`config.mk`:
```
export PLATFORM = sky130hd
export DESIGN_NAME = score_uart_tx
export DESIGN_NICKNAME = d
export VERILOG_FILES = /design/src/rtl/score_uart_tx.sv
export SDC_FILE = /design/constraint.sdc
export NUM_CORES = 1
export LEC_CHECK = 0
export CAP_MARGIN = 5
export CORE_MARGIN = 2
export CORE_UTILIZATION = 60
export DETAILED_ROUTE_END_ITERATION = 6
export GPL_ROUTABILITY_DRIVEN = 0
export PLACE_DENSITY = 0.81
export SYNTH_ARGS = -nofsm -noshare
export SYNTH_HDL_FRONTEND = slang
export SYNTH_SLANG_ARGS = --single-unit
export TNS_END_PERCENT = 5
```
`constraint.sdc`:
```
create_clock -name clk -period 2.45 [get_ports clk]
set_input_delay 0.245 -clock clk [delete_from_list [all_inputs] [get_ports clk]]
set_output_delay 0.245 -clock clk [all_outputs]
set_load 0.02 [all_outputs]
```
`src/rtl/score_uart_tx.sv`:
```
// Game-state telemetry: sends "S<5 hex>L<d>C<d>\r\n" over 8N1 UART whenever the
// watched state changes or a send is requested. Latency: tx falls one edge after a trigger.
module score_uart_tx #(
  parameter int CLK_DIV = 104
) (
  input  logic        clk,
  input  logic        rst,
  input  logic [19:0] score,
  input  logic [1:0]  lives,
  input  logic [1:0]  scene,
  input  logic        send_req,
  output logic        tx,
  output logic        busy
);

  localparam logic [15:0] BAUD_MAX = 16'(CLK_DIV - 1);

  typedef enum logic [1:0] {IDLE, START, DATA, STOP} state_t;

  state_t      state;
  logic [15:0] baud_cnt;
  logic [2:0]  bit_cnt;
  logic [3:0]  byte_idx;
  logic [7:0]  shreg;
  logic [23:0] snap;
  logic [23:0] last_sent;
  logic        pending;

  logic [23:0] live;
  logic        trigger;

  assign live    = {score, lives, scene};
  assign trigger = pending | send_req | (live != last_sent);

  function automatic logic [7:0] hex_ascii(input logic [3:0] n);
    return (n < 4'd10) ? (8'h30 + {4'h0, n}) : (8'h37 + {4'h0, n});
  endfunction

  // Byte idx of the status line, formatted from a {score, lives, scene} snapshot.
  function automatic logic [7:0] line_byte(input logic [3:0] idx, input logic [23:0] s);
    case (idx)
      4'd0:    return 8'h53;
      4'd1:    return hex_ascii(s[23:20]);
      4'd2:    return hex_ascii(s[19:16]);
      4'd3:    return hex_ascii(s[15:12]);
      4'd4:    return hex_ascii(s[11:8]);
      4'd5:    return hex_ascii(s[7:4]);
      4'd6:    return 8'h4C;
      4'd7:    return 8'h30 + {6'h00, s[3:2]};
      4'd8:    return 8'h43;
      4'd9:    return 8'h30 + {6'h00, s[1:0]};
      4'd10:   return 8'h0D;
      default: return 8'h0A;
    endcase
  endfunction

  always_ff @(posedge clk or posedge rst) begin
    if (rst) begin
      state     <= IDLE;
      baud_cnt  <= '0;
      bit_cnt   <= '0;
      byte_idx  <= '0;
      shreg     <= '0;
      snap      <= '0;
      last_sent <= '0;
      pending   <= 1'b0;
      tx        <= 1'b1;
      busy      <= 1'b0;
    end else begin
      // Any number of requests during a line collapse into a single follow-up line.
      if (send_req && busy) pending <= 1'b1;
      case (state)
        IDLE: begin
          if (trigger) begin
            snap      <= live;
            last_sent <= live;
            byte_idx  <= '0;
            shreg     <= line_byte(4'd0, live);
            pending   <= 1'b0;
            busy      <= 1'b1;
            tx        <= 1'b0;
            baud_cnt  <= BAUD_MAX;
            state     <= START;
          end
        end
        START: begin
          if (baud_cnt == 16'd0) begin
            baud_cnt <= BAUD_MAX;
            tx       <= shreg[0];
            shreg    <= {1'b0, shreg[7:1]};
            bit_cnt  <= '0;
            state    <= DATA;
          end else begin
            baud_cnt <= baud_cnt - 16'd1;
          end
        end
        DATA: begin
          if (baud_cnt == 16'd0) begin
            baud_cnt <= BAUD_MAX;
            if (bit_cnt == 3'd7) begin
              tx    <= 1'b1;
              state <= STOP;
            end else begin
              tx      <= shreg[0];
              shreg   <= {1'b0, shreg[7:1]};
              bit_cnt <= bit_cnt + 3'd1;
            end
          end else begin
            baud_cnt <= baud_cnt - 16'd1;
          end
        end
        STOP: begin
          if (baud_cnt == 16'd0) begin
            if (byte_idx < 4'd11) begin
              byte_idx <= byte_idx + 4'd1;
              shreg    <= line_byte(byte_idx + 4'd1, snap);
              tx       <= 1'b0;
              baud_cnt <= BAUD_MAX;
              state    <= START;
            end else begin
              busy  <= 1'b0;
              state <= IDLE;
            end
          end else begin
            baud_cnt <= baud_cnt - 16'd1;
          end
        end
        default: state <= IDLE;
      endcase
    end
  end

endmodule

```
======== Word level (Yosys, flattened, before mapping) ========
Index checks and enable logic that the tools add are counted.
word-level totals
  bits of input ports ..................... 27
  register bits ........................... 60
cells by class
  reductions and logical operators ........ 15
  eq/ne operators ......................... 24
  $lt $le $gt $ge ......................... 6
  add/sub/neg operators ................... 15
  bitwise gates (word level) .............. 2
  multiplexer cells ....................... 47
operators by type and width
  cell                                                count
  case mux 7 bit (11 select lines)                    1
  adder 6 x 4 -> 7 bit, first input constant          10
  two-way mux 16 bit                                  4
  two-way mux 8 bit                                   6
  case mux 16 bit (3 select lines)                    1
  two-way mux 7 bit                                   5
  case mux 8 bit (4 select lines)                     1
  less-than comparator 4 bit, second input constant   6
  inequality test 24 bit                              1
  == test 4 x 3 -> 1 bit, second input constant       4
  zero test 16 bit                                    1
  inequality test 2 bit, second input constant        8
  subtractor 16 x 1 -> 16 bit, second input constant  1
  adder 6 x 2 -> 7 bit, first input constant          2
  two-way mux 1 bit                                   13
  == test 4 bit, second input constant                3
  two-way mux 4 bit                                   3
  AND reduction 4 bit                                 3
  two-way mux 2 bit                                   5
  AND reduction 5 bit                                 2
  two-way mux 3 bit                                   3
  == test 4 x 2 -> 1 bit, second input constant       2
  case mux 2 bit (4 select lines)                     1
  case mux 4 bit (2 select lines)                     1
  other kinds (18)                                    22

======== Logic depth before layout (Yosys ltp) ========
Gate-level depths: netlist of run 1.
  word-level depth ........................ 6
  gate-level depth with buffers ........... 9

======== Worst setup path before layout of run 1 ========
OpenSTA, ideal clock, no wires.
  path kind ............................... register to register
  start point ............................. register byte_idx[0]
  end point ............................... register shreg[2]
  arrival time ............................ 2098 ps
  stages on the path, launching flop included .. 9
  path buffers ............................ 1
  slack ................................... 230 ps
  period minus slack after synthesis ...... 2220 ps
  cell sequence ........................... dfrtp_1 ha_1 buf_2 xor2_1 a21oi_1 and3b_1 a2111oi_0 o221ai_1 a32o_1
on the way
  word-level cells in the longest chain between the ends .. 6
  elaborated cells between the ends (all ways) .. 19
RTL lines
  item                                         RTL line  source
  start, declared                              23        logic [3:0] byte_idx;
  start signal, assigned                       115       byte_idx <= byte_idx + 4'd1;
  adder 4 x 1 -> 4 bit                         116       shreg <= line_byte(byte_idx + 4'd1, snap);
  == test 4 bit, or another cell as far along  41        case (idx)
  case mux 7 bit (11 select lines)             41
  two-way mux 8 bit                            114       if (byte_idx < 4'd11) begin
  two-way mux 8 bit                            113       if (baud_cnt == 16'd0) begin
  case mux 8 bit (4 select lines)              72        case (state)
  end signal, assigned                         78        shreg <= line_byte(4'd0, live);
  end signal, assigned                         90        shreg <= {1'b0, shreg[7:1]};
  end signal, assigned                         116
  end, declared                                24        logic [7:0] shreg;
Parallel ways exist; a longest one is shown, timed or not. The select of a mux whose other input is x is not followed.
A chain may end at the register's enable or synchronous reset.

======== Worst setup path in the final report of run 1 ========
  start point ............................. register last_sent[5]
  end point ............................... register last_sent[4]
on the way
  word-level cells in the longest chain between the ends .. 3
RTL lines
  item                           RTL line  source
  start, declared                26        logic [23:0] last_sent;
  start signal, assigned         76        last_sent <= live;
  inequality test 24 bit         33        assign trigger = pending | send_req | (live != last_sent);
  bitwise OR 1 bit               33
  AND reduction 2 bit (no line)  --
Every way passes these cells.

==> reports/qor.tcl, run 1 <==
set qor(layout.cells.most_common) {dfrtp_1}
set qor(failing_checks) {negative setup slack}
set qor(die_height_um) 89.5
set qor(vias_per_cell) 6.43
set qor(wl_per_cell_um) 18.9
set qor(synth_async_sr_flop_share_pct) 100
set qor(final_cell_mix) {dfrtp_1, o21ai_0, nand2_1}
set qor(number_of_synthesized_flops_with_an_enable_pin) 0
set qor(crit_chain) {xor2_1 -> nor4_1 -> nand4_2 -> o21ai_4 -> buf_4 -> mux2_2}
set qor(detailedPlace.worstSlack_ns) -0.136
set qor(setup.worst_path.class) {reg2reg}
set qor(syn_inst) 479
set qor(tritoncts_num_sinks) 59
set qor(fmaxAchievable_mhz) 408
set qor(cts.path.max_buffers) 2
set qor(synthesis.area_per_instance_um2) 9.16
set qor(layout.filler_cells) 471
set qor(placed_area_um2) 4950
set qor(postSynthNetCount) 524
set qor(global_route_wire_length_before_repair_um) 19100
set qor(worst_setup_path_end_kind) {flip-flop}
set qor(timing.hold.worst.class) {in2async}
set qor(cts.root.buffer_cell) {clkbuf_8}
set qor(vias_in_the_first_global_route) 3805
set qor(power_density_nw_per_um2) 409
set qor(total_count_of_hold_check_failures_in_the_final_report) 0
set qor(path_max_fanout) 7
set qor(dp.cells) 612
set qor(cpPeakStageDelay_ns) 0.56
set qor(cts_htree_levels) 3
set qor(floorplan.initialDensity_pct) 61.1
set qor(finish.instance_area_um2) 5220
set qor(placeableCoreArea_um2) 7180
set qor(rsz_0062_raised_after_global_routing) {yes}
set qor(ys_dominant_reg_cell) {dfrtp_1}
set qor(synth_sequential_area_ratio_pct) 33.7
set qor(clk-insertion-delay-late_ns) 0.35
set qor(floorplan.die_area_um2) 8010
set qor(cts_inserted_buffers) 9
set qor(setup_viol) 2
set qor(rows) 31
set qor(irDropWorstVdd_v) 0.000541
set qor(maxSlewHeadroom_pct) 54.9
set qor(finalMaxSlewViolations) 0
set qor(grt_usage_pct) 31.2
set qor(drt.antenna.violating_nets) 0
set qor(drc) 0
set qor(total_via_count_in_the_routed_design) 4045
set qor(postSynthRegisterBits) 59
set qor(fin_cells) 629
set qor(post_route_minimum_period_ns) 2.45
set qor(buffer_ports.inserted) 28
set qor(final_util_pct) 72.8
set qor(syn-cell-area_um2) 4390
set qor(post_route_cells_drive_above_1_share_pct) 19.6
set qor(routed_wl_um) 11900
set qor(fin_worst_skew_ns) 0.0157
set qor(cts.clk_slew.worst_paths_ns) 0.08
set qor(grt.overflow.total) 0
set qor(syn2layout_area_growth_pct) 19.1
set qor(antenna_cells) 0
set qor(run_status) {complete, but fails checks}
set qor(timing.final.crit_share_pct) 100
set qor(timing.final.ws_setup_ns) -0.00165
set qor(detail_route.first_pass.iterations) 5
set qor(post-layout-total-power_mw) 2.13
set qor(clock_tree_from_tritoncts) {yes}
set qor(num-nets-final) 570
set qor(design.portCount) 29
set qor(grt_max_degree) 32
set qor(yosysWarnings) 0
set qor(worstPathRequired_ns) 2.68
set qor(place_hpwl_um) 8310
set qor(power.static_leakage_nw) 2.21
set qor(post_synth_num_cell_types) 85
set qor(type_of_origin_of_the_critical_path) {flip-flop}
set qor(detail_route.iter0.violations) 504
set qor(die_w_um) 89.5
set qor(arrival_ns) 2.68
set qor(max_cap_violations) 0
set qor(tightestPinTransition_ns) 0.671
set qor(grt_antenna_before_repair) 0
set qor(crit_slowest_cell) {nor4_1}
path summary, 6_finish.rpt:
| check | startpoint | end | slack (ns) | depth (start not counted) |
|---|---|---|---|---|
| max reg2reg | last_sent[5] | last_sent[4] | -0.002 | 6 |
| min in group clk | shreg[2] | shreg[2] | 0.51 | 1 |
| min reg2reg | shreg[2] | shreg[2] | 0.51 | 1 |
| min | rst | last_sent[17] | 0.32 | 2 |
| max in group asynchronous | rst | tx | 1.45 | 3 |
| max | last_sent[5] | last_sent[4] | -0.002 | 6 |
power breakdown:
part	total, mW	internal [mW]	leakage (nW)	switching [mW]
clock	1.06	0.611	0.117	0.449
sequential	0.973	0.973	0.764	0.0000000000000000543
combinational	0.100	0.0519	1.33	0.0482
total	2.13	1.64	2.21	0.497
logic make-up (layout without fill, tap and decap cells):
logic type	after synthesis	count (layout)	synth area share [%]
muxes	27	27	7.02
buffers and inverters	58	109	6.25
adders and majority gates	18	18	5.14
xor gates and xnor gates	30	30	5.99
AOI/OAI and AO/OA	142	142	23.5
DFF	59	59	33.7
and+or+nand+nor	145	145	18.4
worst max-delay path: cells and delay by family, from the launching register on:
| family | cells | cell delay (ns) |
|---|---|---|
| compound gates | 1 | 0.26 |
| xor+xnor | 1 | 0.20 |
| simple gates | 2 | 0.87 |
| mux | 1 | 0.35 |
| buf+inv | 1 | 0.20 |
| flops | 1 | 0.46 |
routing by layer:
layer | wire (um) | global-route usage [%] | vias to the layer above
met5 | 0 | 0 | -
met4 | 182 | 7.60 | 0
met3 | 906 | 5.54 | 19
met2 | 5700 | 49.5 | 204
met1 | 5110 | 44.6 | 1971
li1 | - | - | 1851
flip-flops by register name, indices dropped and copies added, names as in the netlist:
| signal | cells |
|---|---|
| baud_cnt | 16 |
| bit_cnt | 3 |
| busy | 1 |
| byte_idx | 4 |
| last_sent | 24 |
| pending | 1 |
| shreg | 7 |
| state | 2 |
| tx | 1 |
Yosys cell counts, types with 3 or more instances:
master / n / area share [%]
dfrtp_1: 58 / 33
o21ai_0: 38 / 4.3
nand2_1: 36 / 3.1
nor2_1: 32 / 2.7
inv_1: 26 / 2.2
mux2_2: 24 / 6.2
a21oi_1: 19 / 2.2
ha_1: 18 / 5.1
nor3_1: 17 / 1.9
xnor2_1: 16 / 3.2
xor2_1: 14 / 2.8
buf_2: 13 / 1.5
clkbuf_1: 9 / 0.77
nand3_1: 9 / 1.0
nor2b_1: 9 / 1.3
o211ai_1: 8 / 1.4
o31ai_1: 8 / 1.4
a22oi_1: 6 / 1.0
a31oi_1: 5 / 0.71
a22o_1: 4 / 0.80
buf_6: 4 / 1.0
nand2b_1: 4 / 0.57
o22a_1: 4 / 0.80
a21boi_0: 3 / 0.51
a21o_1: 3 / 0.51
a32o_1: 3 / 0.68
and4_1: 3 / 0.60
and4b_1: 3 / 0.68
nand4_1: 3 / 0.43
nor4_1: 3 / 0.43
layout make-up:
cell class / instances / area, um^2 / share of cell area (%)
clock buffers: 10 / 138 / 2.64
clock inverters: 6 / 95.1 / 1.82
inverters: 26 / 97.6 / 1.87
multi-input cells: 362 / 2660 / 51.0
flip-flops and latches: 59 / 1480 / 28.3
well taps: 99 / 124 / 2.37
repair buffers: 67 / 627 / 12.0
metrics by stage:
| stage | TNS [ns] | hold WS, ns |
|---|---|---|
| floorplan | 0 | 0.362 |
| global placement | -0.0458 | 0.474 |
| detailed placement | -3.70 | 0.490 |
| CTS | 0 | 0.348 |
| global route | -0.115 | 0.401 |
| finish | -0.00303 | 0.315 |
repair_timing:
| item | CTS | global route |
|---|---|---|
| hold buffers | 0 | 0 |
| endpoints found under the hold margin | 0 | 0 |
| setup buffers | 0 | 1 |
| endpoints found under the setup margin | 0 | 8 |
| resized for setup | 0 | 8 |
Note: power is estimated with default switching activity, not from simulation.
==> inputs of run 2 (changes only) <==
--- a/config.mk
+++ b/config.mk
@@ -6,6 +6,7 @@
 export NUM_CORES = 1
 export LEC_CHECK = 0
 export CAP_MARGIN = 5
+export CORE_ASPECT_RATIO = 0.9
 export CORE_MARGIN = 2
 export CORE_UTILIZATION = 60
 export DETAILED_ROUTE_END_ITERATION = 6
==> constraint.sdc (replaced) <==
create_clock -name clk -period 2.45 [get_ports clk]
set_input_delay 0.245 -clock clk [delete_from_list [all_inputs] [get_ports clk]]
set_output_delay 0.245 -clock clk [all_outputs]
set_load 0.1 [all_outputs]
==> run 2 against run 1 <==
Compared with the run above:
- the run now ends clean
- flip-flop and latch count did not move
- cell count did not move
- worst hold slack got worse by 0.074 ns
- critical endpoint is now shreg[2]
- largest power group unchanged
==> reports/qor.tcl, run 2 (synthesized netlist as in run 1, its figures left out) <==
set qor(run_status) {completed}
set qor(largest_register) {last_sent}
set qor(post_route_cells_drive_above_1_share_pct) 20.9 ;# +1.3 points
set qor(wl_per_cell_um) 18.3 ;# -3.4%
set qor(tritoncts_num_sinks) 59 ;# unchanged
set qor(grt_antenna_before_repair) 0 ;# unchanged
set qor(maxSlewHeadroom_pct) 47.5 ;# -7.4 points
set qor(timing.hold.worst.class) {in2async}
set qor(routed_wl_um) 11500 ;# -3.4%
set qor(fin_worst_skew_ns) 0.0101 ;# -0.00565 ns
set qor(detail_route.iter0.violations) 388 ;# -23%
set qor(grt_usage_pct) 30.6 ;# -0.64 points
set qor(layout.cells.most_common) {dfrtp_1}
set qor(max_cap_violations) 0 ;# unchanged
set qor(finish.instance_area_um2) 5220 ;# about the same
set qor(die_height_um) 85.1 ;# -4.9%
set qor(worstPathRequired_ns) 2.69 ;# about the same
set qor(type_of_origin_of_the_critical_path) {flip-flop}
set qor(num-nets-final) 576 ;# +1.1%
set qor(die_w_um) 94.1 ;# +5.2%
set qor(vias_in_the_first_global_route) 3861 ;# +1.5%
set qor(grt_use_met1_pct) 41.9 ;# -2.7 points
set qor(antenna_cells) 0 ;# unchanged
set qor(arrival_ns) 2.66 ;# -0.02 ns
set qor(crit_slowest_cell) {a2111oi_2}
set qor(tightestPinTransition_ns) 0.780 ;# +0.110 ns
set qor(place_hpwl_um) 8380 ;# +0.88%
set qor(power.static_leakage_nw) 2.20 ;# -0.76%
set qor(largest_registers) {last_sent: 24 flops, baud_cnt: 16 flops, shreg: 7 flops}
set qor(floorplan.die_area_um2) 8010 ;# about the same
set qor(total_count_of_hold_check_failures_in_the_final_report) 0 ;# unchanged
set qor(cts_inserted_buffers) 9 ;# unchanged
set qor(post-layout-total-power_mw) 2.12 ;# -0.86%
set qor(floorplan.initialDensity_pct) 62.0 ;# +0.86 points
set qor(vias_per_cell) 6.37 ;# -0.91%
set qor(worst_setup_path_end_kind) {flip-flop}
set qor(layout.filler_cells) 531 ;# +13%
set qor(crit-reg2reg-launch) {byte_idx[0]}
set qor(cts_htree_levels) 3 ;# unchanged
set qor(global_route_wire_length_before_repair_um) 19100 ;# +0.11%
set qor(path_max_fanout) 8 ;# +1
set qor(placeableCoreArea_um2) 7080 ;# -1.4%
set qor(post_route_minimum_period_ns) 2.42 ;# -0.0349 ns
set qor(grt_max_degree) 24 ;# -25%
set qor(grt.met2_usage_pct) 46.2 ;# -3.3 points
set qor(cts.clk_slew.worst_paths_ns) 0.08 ;# about the same
set qor(r2r_slack_ns) 0.03 ;# +0.03 ns
set qor(placed_area_um2) 4960 ;# +0.30%
set qor(groute.layer.met3.usage_pct) 7.82 ;# +2.3 points
set qor(clk-insertion-delay-late_ns) 0.36 ;# about the same
set qor(crit_chain) {ha_1 -> buf_4 -> nor3_1 -> a41oi_2 -> a21oi_1 -> a2111oi_2 -> o221ai_1 -> a32o_1}
set qor(cts_hold_repair.buffers) 0 ;# unchanged
set qor(timing.final.crit_share_pct) 98.6 ;# -1.4 points
set qor(cts.root.buffer_cell) {clkbuf_8}
set qor(syn2layout_area_growth_pct) 19.1 ;# about the same
set qor(r2r_cells) 8 ;# +2
set qor(detail_route.first_pass.iterations) 6 ;# +1
set qor(grt.overflow.total) 0 ;# unchanged
set qor(setup.worst_path.class) {reg2reg}
set qor(total_via_count_in_the_routed_design) 4008 ;# -0.91%
set qor(setup_viol) 0 ;# -2
set qor(rsz_0062_raised_after_global_routing) {yes}
set qor(fmaxAchievable_mhz) 414 ;# +1.4%
set qor(clock_tree_from_tritoncts) {yes}
set qor(largest_register_ffs) 24 ;# unchanged
set qor(r2r-end) {shreg[2]}
set qor(buffer_ports.inserted) 28 ;# unchanged
set qor(final_cell_mix) {dfrtp_1, buf_4, o21ai_0}
set qor(finalMaxSlewViolations) 0 ;# unchanged
set qor(irDropWorstVdd_v) 0.000313 ;# -42%
set qor(drc) 0 ;# unchanged
set qor(top_usage_layer) {met2}
set qor(power_density_nw_per_um2) 405 ;# -0.88%
set qor(design.portCount) 29 ;# unchanged
set qor(rows) 29 ;# -6.5%
set qor(drt.antenna.violating_nets) 0 ;# unchanged
set qor(cts.path.max_buffers) 2 ;# unchanged
set qor(cpPeakStageDelay_ns) 0.46 ;# -0.10 ns
==> run 2: worst max-delay path by stage <==
stage                            from           end  slack (ns)  depth (start not counted)
final                     byte_idx[0]      shreg[2]        0.03                          8
after global routing      byte_idx[0]      shreg[3]       -0.05                          8
after CTS                 byte_idx[0]      shreg[2]        0.09                          7
after detailed placement     score[6]  last_sent[4]       -0.10                          9
after global placement       score[8]  last_sent[2]       -0.03                          7
after floorplan           byte_idx[0]      shreg[2]        0.23                          8
==> run 2: report_power, final <==
| part | switching (mW) | internal [mW] | leakage [nW] | total [mW] |
|---|---|---|---|---|
| clock | 0.416 | 0.627 | 0.113 | 1.04 |
| sequential | 0.0000000000000000440 | 0.974 | 0.764 | 0.974 |
| combinational | 0.0466 | 0.0522 | 1.32 | 0.0987 |
==> run 2: worst max-delay path, delay by kind of cell, from the launching register on <==
kind,cells,cell delay (ns)
DFF,1,0.36
adders and majority gates,1,0.28
and+or+nand+nor,1,0.08
buffers and inverters,1,0.21
AOI/OAI and AO/OA,5,1.38
==> run 2: repair_timing <==
action                                  4_1_cts  5_1_grt
buffers inserted                              0        0
hold endpoints to repair                      0        0
pin swaps                                     0        0
endpoints found under the setup margin        1       41
gates resized for setup                       1        5
==> run 2: area by class of cell <==
| class | count | area [um^2] | area share (%) |
|---|---|---|---|
| Clock buffer | 12 | 155 | 2.97 |
| Inverter | 26 | 97.6 | 1.87 |
| Timing Repair Buffer | 73 | 638 | 12.2 |
| Clock inverter | 4 | 72.6 | 1.39 |
| Multi-Input combinational cell | 362 | 2670 | 51.0 |
| Sequential cell | 59 | 1480 | 28.3 |
| Tap cell | 93 | 116 | 2.23 |
==> run 2: layer usage <==
layer  share of wire, %  routed length, um
met5                  0                  0
met1                 44               5050
met4                2.9                328
met2                 45               5200
met3                8.0                921
==> run 2: per-stage QoR <==
step	TNS, ns	setup slack [ns]	instances	util, %	hold slack, ns
global placement	-0.523	-0.0327	613	70.2	0.486
floorplan	0	0.230	479	-	0.362
CTS	0	0.0892	629	73.4	0.268
global route	-0.109	-0.0491	629	73.8	0.282
finish	0	0.0333	629	73.8	0.242
detailed placement	-2.04	-0.101	613	70.2	0.489
==> inputs of run 3 (changes only) <==
--- a/config.mk
+++ b/config.mk
@@ -12,6 +12,7 @@
 export DETAILED_ROUTE_END_ITERATION = 6
 export GPL_ROUTABILITY_DRIVEN = 0
 export PLACE_DENSITY = 0.81
+export SETUP_SLACK_MARGIN = 0.2
 export SYNTH_ARGS = -nofsm -noshare
 export SYNTH_HDL_FRONTEND = slang
 export SYNTH_SLANG_ARGS = --single-unit
==> run 3 against run 2 <==
Compared with the run above:
- setup slack better by 0.14 ns
- register-to-register slack better by 0.14 ns
- wire length is 6.8% higher
- largest cell class unchanged
==> reports/qor.tcl, run 3 (synthesized netlist as in run 1, its figures left out) <==
set qor(run_status) {completed}
set qor(timing.final.ws_setup_ns) 0.174 ;# +0.141 ns
set qor(num-nets-final) 586 ;# +1.7%
set qor(fin_cells) 639 ;# +1.6%
set qor(wl_per_cell_um) 19.2 ;# +5.2%
set qor(design.portCount) 29 ;# unchanged
set qor(crit-reg2reg-launch) {last_sent[13]}
set qor(grt_antenna_before_repair) 0 ;# unchanged
set qor(antenna_cells) 0 ;# unchanged
set qor(r2r_slack_ns) 0.17 ;# +0.14 ns
set qor(largest_registers) {last_sent: 24 flops, baud_cnt: 16 flops, shreg: 7 flops}
set qor(global_route_wire_length_before_repair_um) 19200 ;# +0.44%
set qor(floorplan.initialDensity_pct) 62.0 ;# unchanged
set qor(arrival_ns) 2.51 ;# -0.15 ns
set qor(setup_viol) 0 ;# unchanged
set qor(irDropWorstVdd_v) 0.000314 ;# +0.42%
set qor(crit_chain) {xnor2_1 -> nand4_1 -> or3_4 -> o21ai_4 -> buf_12 -> mux2_2}
set qor(placeableCoreArea_um2) 7080 ;# unchanged
set qor(cts.root.buffer_cell) {clkbuf_8}
set qor(power_density_nw_per_um2) 390 ;# -3.6%
set qor(routed_wl_um) 12300 ;# +6.8%
set qor(hold_slack_ns) 0.242 ;# +0.000802 ns
set qor(detailedPlace.worstSlack_ns) -0.101 ;# unchanged
set qor(r2r-end) {last_sent[4]}
set qor(floorplan.die_area_um2) 8010 ;# unchanged
set qor(worst-path-stages) 6 ;# -2
set qor(largest_register) {last_sent}
set qor(grt.overflow.total) 0 ;# unchanged
set qor(worstPathRequired_ns) 2.68 ;# about the same
set qor(drc) 0 ;# unchanged
set qor(place_hpwl_um) 8380 ;# unchanged
set qor(finalMaxSlewViolations) 0 ;# unchanged
set qor(detail_route.iter0.violations) 448 ;# +15%
set qor(fmaxAchievable_mhz) 439 ;# +6.2%
set qor(layout.cells.most_common) {dfrtp_1}
set qor(timing.hold.worst.class) {in2async}
set qor(r2r_cells) 6 ;# -2
set qor(dp.cells) 613 ;# unchanged
set qor(rsz_0062_raised_after_global_routing) {yes}
set qor(post_route_minimum_period_ns) 2.28 ;# -0.141 ns
set qor(finalSetupTns_ns) 0 ;# unchanged
set qor(clock_tree_from_tritoncts) {yes}
set qor(path_buf_inv) 1 ;# unchanged
set qor(top_cell_family_by_delay_on_the_critical_path) {simple AND/OR/NAND/NOR gates}
set qor(path_max_fanout) 19 ;# +11
set qor(critical_path.startpoint) {last_sent[13]}
set qor(power.static_leakage_nw) 2.27 ;# +3.3%
set qor(tightestPinTransition_ns) 0.759 ;# -0.0218 ns
set qor(post_route_cells_drive_above_1_share_pct) 26.0 ;# +5.1 points
set qor(grt_max_degree) 24 ;# unchanged
set qor(timing.final.crit_share_pct) 92.9 ;# -5.8 points
set qor(placed_area_um2) 4960 ;# unchanged
set qor(grt_usage_pct) 30.7 ;# +0.13 points
set qor(cts_hold_repair.buffers) 0 ;# unchanged
set qor(finish.instance_area_um2) 5440 ;# +4.2%
set qor(cts_inserted_buffers) 9 ;# unchanged
set qor(clk-insertion-delay-late_ns) 0.36 ;# about the same
set qor(max_cap_violations) 0 ;# unchanged
set qor(vias_in_the_first_global_route) 3880 ;# +0.49%
set qor(worst_setup_path_end_kind) {flip-flop}
set qor(detail_route.first_pass.iterations) 6 ;# unchanged
set qor(final_util_pct) 76.9 ;# +3.1 points
set qor(final_cell_mix) {dfrtp_1, buf_4, o21ai_0}
set qor(maxSlewHeadroom_pct) 48.9 ;# +1.4 points
set qor(buffer_ports.inserted) 28 ;# unchanged
set qor(fin_worst_skew_ns) 0.0122 ;# +0.00217 ns
set qor(setup.worst_path.class) {reg2reg}
set qor(die_height_um) 85.1 ;# unchanged
set qor(syn2layout_area_growth_pct) 24.1
set qor(cts.path.max_buffers) 2 ;# unchanged
set qor(tritoncts_num_sinks) 59 ;# unchanged
set qor(type_of_origin_of_the_critical_path) {flip-flop}
set qor(rows) 29 ;# unchanged
set qor(largest_register_ffs) 24 ;# unchanged
set qor(drt.antenna.violating_nets) 0 ;# unchanged
set qor(cts_htree_levels) 3 ;# unchanged
set qor(crit_slowest_cell) {dfrtp_2}
set qor(cpPeakStageDelay_ns) 0.48 ;# +0.02 ns
set qor(die_w_um) 94.1 ;# unchanged
set qor(vias_per_cell) 6.52 ;# +2.4%
set qor(cts.clk_slew.worst_paths_ns) 0.08 ;# about the same
set qor(total_count_of_hold_check_failures_in_the_final_report) 0 ;# unchanged
set qor(post-layout-total-power_mw) 2.13 ;# +0.47%
set qor(total_via_count_in_the_routed_design) 4169 ;# +4.0%
set qor(timing.critical_path.to) {last_sent[4]}
[run 3: timing repair]
action,4_1_cts,5_1_grt
endpoints found under the setup margin,40,44
resized for setup,6,32
setup buffers,0,10
pin swaps,0,9
[run 3: area by class of cell]
type                    instances  area (um^2)
clock buffers                  12          155
clock inverters                 4         72.6
fillers                       492         1630
inverters                      26          101
multi-input cells             362         2780
flip-flops and latches         59         1490
well taps                      93          116
repair buffers                 83          728
[run 3: worst min-delay path by stage]
stage	from	to	cells past startpoint
2_1_floorplan	score[13]	last_sent[17]	2
3_3_place_gp	shreg[2]	shreg[2]	1
3_5_place_dp	shreg[2]	shreg[2]	1
4_1_cts	rst	last_sent[12]	2
5_1_grt	rst	last_sent[22]	2
6_report	rst	last_sent[22]	2
[run 3: routing by layer]
metal | global-route usage [%] | routed length (um) | part of all wire, % | up-vias
li1 | - | - | - | 1887
met5 | 0 | 0 | 0 | -
met4 | 12.8 | 454 | 3.7 | 0
met1 | 42.2 | 5100 | 41 | 1991
met3 | 7.73 | 1090 | 8.8 | 49
met2 | 46.4 | 5650 | 46 | 242
[run 3: where the power goes]
part           internal (mW)         switching [mW]  leakage (nW)
registers              0.974  0.0000000000000000442         0.756
logic                 0.0530                 0.0507          1.40
clock network          0.627                  0.421         0.113
